[config.mk]
export PLATFORM = sky130hd
export DESIGN_NAME = vend_seq
export DESIGN_NICKNAME = d
export VERILOG_FILES = /design/src/rtl/vend_pkg.sv /design/src/rtl/vend_credit.sv /design/src/rtl/vend_seq.sv
export SDC_FILE = /design/constraint.sdc
export NUM_CORES = 1
export LEC_CHECK = 0
export CELL_PAD_IN_SITES_DETAIL_PLACEMENT = 1
export CELL_PAD_IN_SITES_GLOBAL_PLACEMENT = 1
export CORE_MARGIN = 2
export CORE_UTILIZATION = 39
export DETAILED_ROUTE_END_ITERATION = 8
export HOLD_SLACK_MARGIN = 0.02
export MAX_ROUTING_LAYER = met4
export PLACE_DENSITY_LB_ADDON = 0.1
export SLEW_MARGIN = 20
export SYNTH_ARGS = -nofsm -noshare
export SYNTH_HDL_FRONTEND = slang
export SYNTH_SLANG_ARGS = --single-unit
[constraint.sdc]
create_clock -name clk -period 6.62 [get_ports clk]
set_clock_uncertainty 0.15 [all_clocks]
set_input_delay 1.324 -clock clk [delete_from_list [all_inputs] [get_ports clk]]
set_output_delay 1.324 -clock clk [all_outputs]
set_load 0.02 [all_outputs]
[src/rtl/vend_pkg.sv]
// Shared types and constants for the vending sequencer.
// Optional feature macro: VEND_CHANGE_RETURN_EN (change payout and cancel refund).
package vend_pkg;

   // Sequencer states. The CHANGE state exists only when change return is built in.
   typedef enum logic [2:0] {
      S_IDLE     = 3'd0,
      S_CREDIT   = 3'd1,
      S_DISPENSE = 3'd2,
`ifdef VEND_CHANGE_RETURN_EN
      S_CHANGE   = 3'd3,
`endif
      S_FAULT    = 3'd4
   } vend_state_e;

   // Per-cycle coin codes.
   localparam logic [1:0] COIN_NONE = 2'd0;
   localparam logic [1:0] COIN_ONE  = 2'd1;
   localparam logic [1:0] COIN_TWO  = 2'd2;
   localparam logic [1:0] COIN_BAD  = 2'd3;

   // Product identifiers as driven on disp_id.
   localparam logic PROD_A = 1'b0;
   localparam logic PROD_B = 1'b1;

   // Value of a coin code in coin units (0 for none/invalid).
   function automatic logic [1:0] coin_units(input logic [1:0] code);
      logic [1:0] units;
      units = 2'd0;
      if (code == COIN_ONE) units = 2'd1;
      if (code == COIN_TWO) units = 2'd2;
      return units;
   endfunction

endpackage

[src/rtl/vend_credit.sv]
// Credit accumulator for the vending sequencer.
// Adds accepted coins only when the sum fits in CRED_W bits, subtracts the
// product price after a dispense, and clears after change payout.
module vend_credit
   import vend_pkg::*;
#(
   parameter int CRED_W = 4
) (
   input  logic              clk,
   input  logic              rst,
   input  logic              i_add_en,
   input  logic [1:0]        i_add_amt,
   input  logic              i_sub_en,
   input  logic [CRED_W-1:0] i_sub_amt,
   input  logic              i_clr,
   output logic [CRED_W-1:0] o_credit,
   output logic [CRED_W-1:0] o_remain,
   output logic              o_add_fits
);

   logic [CRED_W-1:0] r_credit;
   logic [CRED_W:0]   w_sum;

   // One extra bit on the sum exposes an overflow without wrapping.
   assign w_sum      = {1'b0, r_credit} + {{(CRED_W-1){1'b0}}, i_add_amt};
   assign o_add_fits = ~w_sum[CRED_W];
   // The sequencer only subtracts after checking credit >= price.
   assign o_remain   = r_credit - i_sub_amt;
   assign o_credit   = r_credit;

   // Credit register: clear beats subtract beats add.
   always_ff @(posedge clk) begin
      if (rst) begin
         r_credit <= '0;
      end else if (i_clr) begin
         r_credit <= '0;
      end else if (i_sub_en) begin
         r_credit <= o_remain;
      end else if (i_add_en && o_add_fits) begin
         r_credit <= w_sum[CRED_W-1:0];
      end
   end

endmodule

[src/rtl/vend_seq.sv]
// Vending machine transaction sequencer.
// Optional feature macro: VEND_CHANGE_RETURN_EN. When defined, a non-zero
// remainder after dispense and a cancel in CREDIT are paid out through the
// chg_valid/chg_ready handshake. When undefined, there is no CHANGE state,
// cancel is ignored and any remainder stays as credit.
//
// Handshakes: disp_req/disp_id are held stable from the cycle after a
// purchase is accepted until the edge where disp_ack=1 is sampled;
// chg_valid/chg_amt are held stable until the edge where chg_ready=1 is
// sampled. All outputs are registered. dbg_state mirrors the state register.
module vend_seq
   import vend_pkg::*;
#(
   parameter int PRICE_A = 3,
   parameter int PRICE_B = 4,
   parameter int CRED_W  = 4,
   parameter int DISP_TO = 255
) (
   input  logic              clk,
   input  logic              rst,
   input  logic [1:0]        coin,
   input  logic [1:0]        sel,
   input  logic              cancel,
   output logic              coin_rej,
   output logic [CRED_W-1:0] credit,
   output logic              disp_req,
   output logic              disp_id,
   input  logic              disp_ack,
   output logic              chg_valid,
   output logic [CRED_W-1:0] chg_amt,
   input  logic              chg_ready,
   output logic              busy,
   output logic              fault,
   output logic [2:0]        dbg_state
);

   localparam logic [CRED_W-1:0] L_PRICE_A = PRICE_A[CRED_W-1:0];
   localparam logic [CRED_W-1:0] L_PRICE_B = PRICE_B[CRED_W-1:0];
   localparam int                CNT_W     = (DISP_TO > 1) ? $clog2(DISP_TO) : 1;
   localparam logic [CNT_W-1:0]  TO_LAST   = CNT_W'(DISP_TO - 1);

   vend_state_e       r_state;
   vend_state_e       w_state_nx;
   logic [CNT_W-1:0]  r_to_cnt;

   logic              r_coin_rej;
   logic              r_disp_req;
   logic              r_disp_id;
   logic              r_busy;
   logic              r_fault;

   logic              w_coin_rej_nx;
   logic              w_disp_req_nx;
   logic              w_disp_id_nx;
   logic              w_busy_nx;
   logic              w_fault_nx;

   logic [CRED_W-1:0] w_credit;
   logic [CRED_W-1:0] w_remain;
   logic [CRED_W-1:0] w_price;
   logic [1:0]        w_coin_amt;
   logic              w_add_fits;
   logic              w_coin_val;
   logic              w_in_accept;
   logic              w_sel_ok;
   logic              w_cancel_ok;
   logic              w_coin_ok;
   logic              w_ack;
   logic              w_timeout;
   logic              w_chg_done;

   // ------------------------------------------------------------------
   // Input decode shared by next-state and output logic
   // ------------------------------------------------------------------
   assign w_coin_amt  = coin_units(coin);
   assign w_coin_val  = (coin == COIN_ONE) || (coin == COIN_TWO);
   assign w_in_accept = (r_state == S_IDLE) || (r_state == S_CREDIT);

`ifdef VEND_CHANGE_RETURN_EN
   assign w_cancel_ok = (r_state == S_CREDIT) && cancel;
   assign w_chg_done  = (r_state == S_CHANGE) && chg_ready;
`else
   logic w_unused_chg;
   assign w_cancel_ok  = 1'b0;
   assign w_chg_done   = 1'b0;
   assign w_unused_chg = ^{cancel, chg_ready};
`endif

   // sel=2'b11 is treated as A; a selection short of credit is ignored.
   assign w_sel_ok  = (r_state == S_CREDIT) && !w_cancel_ok &&
                      ((sel[0] && (w_credit >= L_PRICE_A)) ||
                       ((sel == 2'b10) && (w_credit >= L_PRICE_B)));
   // A coin is credited only when the machine is taking money, the sum
   // fits, and no purchase or refund is being accepted in the same cycle.
   assign w_coin_ok = w_in_accept && w_coin_val && w_add_fits && !w_sel_ok && !w_cancel_ok;
   assign w_ack     = (r_state == S_DISPENSE) && disp_ack;
   assign w_timeout = (r_state == S_DISPENSE) && !disp_ack && (r_to_cnt == TO_LAST);
   assign w_price   = (r_disp_id == PROD_B) ? L_PRICE_B : L_PRICE_A;

   vend_credit #(
      .CRED_W(CRED_W)
   ) u_credit (
      .clk       (clk),
      .rst       (rst),
      .i_add_en  (w_coin_ok),
      .i_add_amt (w_coin_amt),
      .i_sub_en  (w_ack),
      .i_sub_amt (w_price),
      .i_clr     (w_chg_done),
      .o_credit  (w_credit),
      .o_remain  (w_remain),
      .o_add_fits(w_add_fits)
   );

   // ------------------------------------------------------------------
   // State register, dispense timeout counter and registered outputs
   // ------------------------------------------------------------------
   // Advance the FSM, count dispense cycles and register the outputs.
   always_ff @(posedge clk) begin
      if (rst) begin
         r_state    <= S_IDLE;
         r_to_cnt   <= '0;
         r_coin_rej <= 1'b0;
         r_disp_req <= 1'b0;
         r_disp_id  <= PROD_A;
         r_busy     <= 1'b0;
         r_fault    <= 1'b0;
      end else begin
         r_state    <= w_state_nx;
         if ((r_state == S_DISPENSE) && !w_ack && !w_timeout) begin
            r_to_cnt <= r_to_cnt + CNT_W'(1);
         end else begin
            r_to_cnt <= '0;
         end
         r_coin_rej <= w_coin_rej_nx;
         r_disp_req <= w_disp_req_nx;
         r_disp_id  <= w_disp_id_nx;
         r_busy     <= w_busy_nx;
         r_fault    <= w_fault_nx;
      end
   end

   // ------------------------------------------------------------------
   // Next-state logic
   // ------------------------------------------------------------------
   // Choose the next transaction state from the current one and the inputs.
   always_comb begin
      w_state_nx = r_state;
      case (r_state)
         S_IDLE: begin
            if (w_coin_ok) w_state_nx = S_CREDIT;
         end
         S_CREDIT: begin
`ifdef VEND_CHANGE_RETURN_EN
            if (w_cancel_ok) w_state_nx = S_CHANGE;
            else
`endif
            if (w_sel_ok) w_state_nx = S_DISPENSE;
         end
         S_DISPENSE: begin
            if (w_ack) begin
               if (w_remain == '0) begin
                  w_state_nx = S_IDLE;
               end else begin
`ifdef VEND_CHANGE_RETURN_EN
                  w_state_nx = S_CHANGE;
`else
                  w_state_nx = S_CREDIT;
`endif
               end
            end else if (w_timeout) begin
               w_state_nx = S_FAULT;
            end
         end
`ifdef VEND_CHANGE_RETURN_EN
         S_CHANGE: begin
            if (chg_ready) w_state_nx = S_IDLE;
         end
`endif
         S_FAULT: begin
            w_state_nx = S_FAULT;
         end
         default: begin
            w_state_nx = S_IDLE;
         end
      endcase
   end

   // ------------------------------------------------------------------
   // Output logic (next values of the registered outputs)
   // ------------------------------------------------------------------
   // Derive next output values from the next state and accepted events.
   always_comb begin
      w_coin_rej_nx = (coin != COIN_NONE) && !w_coin_ok;
      w_disp_req_nx = (w_state_nx == S_DISPENSE);
      w_disp_id_nx  = r_disp_id;
      if (w_sel_ok) begin
         w_disp_id_nx = sel[0] ? PROD_A : PROD_B;
      end
      w_fault_nx    = (w_state_nx == S_FAULT);
`ifdef VEND_CHANGE_RETURN_EN
      w_busy_nx     = (w_state_nx == S_DISPENSE) || (w_state_nx == S_CHANGE);
`else
      w_busy_nx     = (w_state_nx == S_DISPENSE);
`endif
   end

`ifdef VEND_CHANGE_RETURN_EN
   logic              r_chg_valid;
   logic [CRED_W-1:0] r_chg_amt;
   logic [CRED_W-1:0] w_chg_amt_nx;

   // Change amount: full credit on cancel, remainder after dispense, else held.
   always_comb begin
      w_chg_amt_nx = '0;
      if (w_state_nx == S_CHANGE) begin
         if (w_cancel_ok) begin
            w_chg_amt_nx = w_credit;
         end else if (w_ack) begin
            w_chg_amt_nx = w_remain;
         end else begin
            w_chg_amt_nx = r_chg_amt;
         end
      end
   end

   // Change offer registers, held until the payout handshake completes.
   always_ff @(posedge clk) begin
      if (rst) begin
         r_chg_valid <= 1'b0;
         r_chg_amt   <= '0;
      end else begin
         r_chg_valid <= (w_state_nx == S_CHANGE);
         r_chg_amt   <= w_chg_amt_nx;
      end
   end

   assign chg_valid = r_chg_valid;
   assign chg_amt   = r_chg_amt;
`else
   assign chg_valid = 1'b0;
   assign chg_amt   = '0;
`endif

   assign coin_rej  = r_coin_rej;
   assign credit    = w_credit;
   assign disp_req  = r_disp_req;
   assign disp_id   = r_disp_id;
   assign busy      = r_busy;
   assign fault     = r_fault;
   assign dbg_state = r_state;

endmodule

==> impl_metrics.tcl <==
set metrics [dict create \
    grt_start_max_net_pins 14 \
    maxSlewViolCount 0 \
    pre_cts_slack_ns 2.72 \
    worstSetupPathType "in2reg" \
    rsz0062_at_grt "no" \
    first_iter_violations 12 \
    hold_path.class "reg2reg" \
    fmax_ghz 0.279 \
    required_ns 6.66 \
    io_pins 26 \
    cts_setup_buffers 0 \
    portBuffers 18 \
    worst_pin_slew_ns 0.561 \
    wl_um 2290 \
    worstRegToRegCells 7 \
    clock_power_share_pct 25.0 \
    tns_ns 0 \
    p_per_area_nw_per_um2 177 \
    mostFrequentLayoutCells "dfxtp_1 (19), clkdlybuf4s50_1 (18), nor2_1 (15)" \
    syn_inst 124 \
    core_um2 2760 \
    grt_overflow 0 \
    synth_area_leader_cell "dfxtp_1" \
    p_leak_nw 0.536 \
    p_sw_share_pct 29.4 \
    grt_pass1_wl_um 4180 \
    drcViolationCount 0 \
    dp_hpwl_um 1870 \
    post-route-util_pct 47.8 \
    cts.path.max_buffers 2 \
    drive_above_1_share_pct 5.71 \
    cts_root_buffer "clkbuf_4" \
    die_h_um 57.9 \
    vias 909 \
    start_util_pct 41.1 \
    max-slew-margin-rel_pct 62.5 \
    syn_area_um2 1130 \
    r2r_setup_slack_ns 4.39 \
    num_antenna_cells 0 \
    p_sw_w 0.0000687 \
    internal-power_w 0.000165 \
    chipWidth_um 57.9 \
    drtAntennaViolNets 0 \
    setup.worst_path.end_class "flop" \
    cts_resized 0 \
    detail_route.first_pass.iterations 2 \
    final_net_count 162 \
    synth.top_cell.area_share_pct 33.6 \
    cp-startpoint "coin[1]" \
    r2r_start "u_credit.o_credit[0]$_SDFFE_PP0P_" \
    fin_crit_ns 3.58 \
    grt_pass1_vias 936 \
    synth_edf_count 0 \
    syn_to_final_growth_pct 16.3 \
    synthTopCellsByArea "dfxtp_1 (34%), ha_1 (11%), nor2_1 (5.0%), nand3_1 (4.4%), a2111oi_2 (4.0%)" \
    p_comb_share_pct 21.5 \
    cts_buffers 3 \
    final_cells 171 \
    ys_async_sr_fraction_pct 0 \
    clk_pin_slew_ns 0.10 \
    cts_num_sinks 19 \
    cp-start-kind "input pin" \
    yosysWarnings 0 \
    rows 19 \
    cts-htree-levels 1 \
    synth_area_per_cell_um2 9.14 \
    place_congestion 0.809 \
    outcome "completed" \
    finalHoldViolCount 0 \
    cp-endpoint "u_credit.o_credit[1]$_SDFFE_PP0P_" \
    vias_per_cell 5.32 \
    die_area_um2 3350 \
    vdd_drop_max_mv 0.113 \
    holdBufCountCts 0 \
    synth_flop_cell "dfxtp_1" \
    fillCellCount 324 \
    path_max_fanout 9 \
    maxCapViolations 0 \
    fin_crit_sh_pct 54.1 \
    cts_tree "yes" \
    dpl.cell_count 167 \
    antenna_found_initial 0 \
    p_seq_share_pct 53.5 \
    synth_seq_area_share_pct 33.6 \
    grt_use_total_pct 16.6 \
    clkLatencyLatePin_ns 0.29 \
    ys_types 34 \
    worstReg2RegEnd "u_credit.o_credit[1]$_SDFFE_PP0P_" \
    layout_commonest_cell "dfxtp_1" \
    arrival_ns 3.62 \
    ys_ff_latch 19 \
    setup_slack_ns 3.04 \
    setup-violations-final 0 \
    wl_per_cell_um 13.4 \
]
-- Yosys cell counts, types with 3 or more instances --
master and number:
a2111oi_2 3, a21oi_1 4, and3_1 4, buf_4 6
dfxtp_1 19, ha_1 10, inv_1 8, nand2_1 3
nand3_1 10, nor2_1 15, nor2b_1 3, nor3_1 7
xor2_1 5
-- worst max-delay path: stages --
cell and delay (ns):
clkdlybuf4s50_1 0.48, inv_1 0.06, ha_1 0.18, ha_1 0.20, fa_1 0.41, nand3_1 0.11, nand3_1 0.14, nor2b_4 0.26
nor3_1 0.09, a2111oi_2 0.36
-- routing by layer --
layer  track usage (%)  part of all wire (%)  vias to the layer above
li1                  -                     -                      454
met1              18.4                    43                      440
met2              29.4                    52                       11
met3              2.68                   2.8                        4
met4              6.98                   1.7                        0
met5                 -                     0                        -
-- cell type report --
cell class                 count  area (um2)  area share (%)
clock buffer                   4        26.3            1.99
inverter                       8        30.0            2.28
multi-input combinational     91         663            50.3
sequential                    19         380            28.8
tap                           31        38.8            2.94
timing repair buffer          18         180            13.7
-- worst min path at each step --
stage | start | end | cells after the start
after floorplan | r_to_cnt[0]$_SDFF_PP0_ | r_to_cnt[0]$_SDFF_PP0_ | 1
after global placement | r_to_cnt[0]$_SDFF_PP0_ | r_to_cnt[0]$_SDFF_PP0_ | 1
after detailed placement | r_to_cnt[0]$_SDFF_PP0_ | r_to_cnt[0]$_SDFF_PP0_ | 1
after CTS | r_to_cnt[0]$_SDFF_PP0_ | r_to_cnt[0]$_SDFF_PP0_ | 1
after global routing | r_to_cnt[0]$_SDFF_PP0_ | r_to_cnt[0]$_SDFF_PP0_ | 1
final | r_to_cnt[0]$_SDFF_PP0_ | r_to_cnt[0]$_SDFF_PP0_ | 1
-- power groups by stage --
stage | registers [W] | logic (W) | clock network (W)
floorplan | 0.000131 | 0.0000315 | 0
global placement | 0.000127 | 0.0000492 | 0
detailed placement | 0.000128 | 0.0000506 | 0
CTS | 0.000125 | 0.0000510 | 0.0000615
global route | 0.000126 | 0.0000552 | 0.0000659
finish | 0.000125 | 0.0000503 | 0.0000583
-- registers in the layout, indices dropped and copies added, names as in the netlist --
| name | cells |
|---|---|
| r_to_cnt | 8 |
| dbg_state | 3 |
| fault | 1 |
| busy | 1 |
| u_credit.o_credit | 4 |
| coin_rej | 1 |
| disp_id | 1 |
-- cell families after synthesis --
logic type                 Yosys count  share of synthesized area [%]
DFF                                 19                           33.6
buffers and inverters               18                           9.27
other                                1                          0.331
AOI/OAI and AO/OA                   17                           13.4
muxes                                1                          0.883
and+or+nand+nor                     49                           22.6
xor gates and xnor gates             7                           5.41
adders and majority gates           12                           14.6
-- metrics by stage --
step,total power (W),hold WS [ns],area (um2)
5_1_grt,0.000247,0.398,1320
6_report,0.000233,0.359,1320
2_1_floorplan,0.000162,0.303,1150
4_1_cts,0.000238,0.372,1320
3_3_place_gp,0.000177,0.324,1290
3_5_place_dp,0.000178,0.344,1290
(Power assumes the default switching activity.)
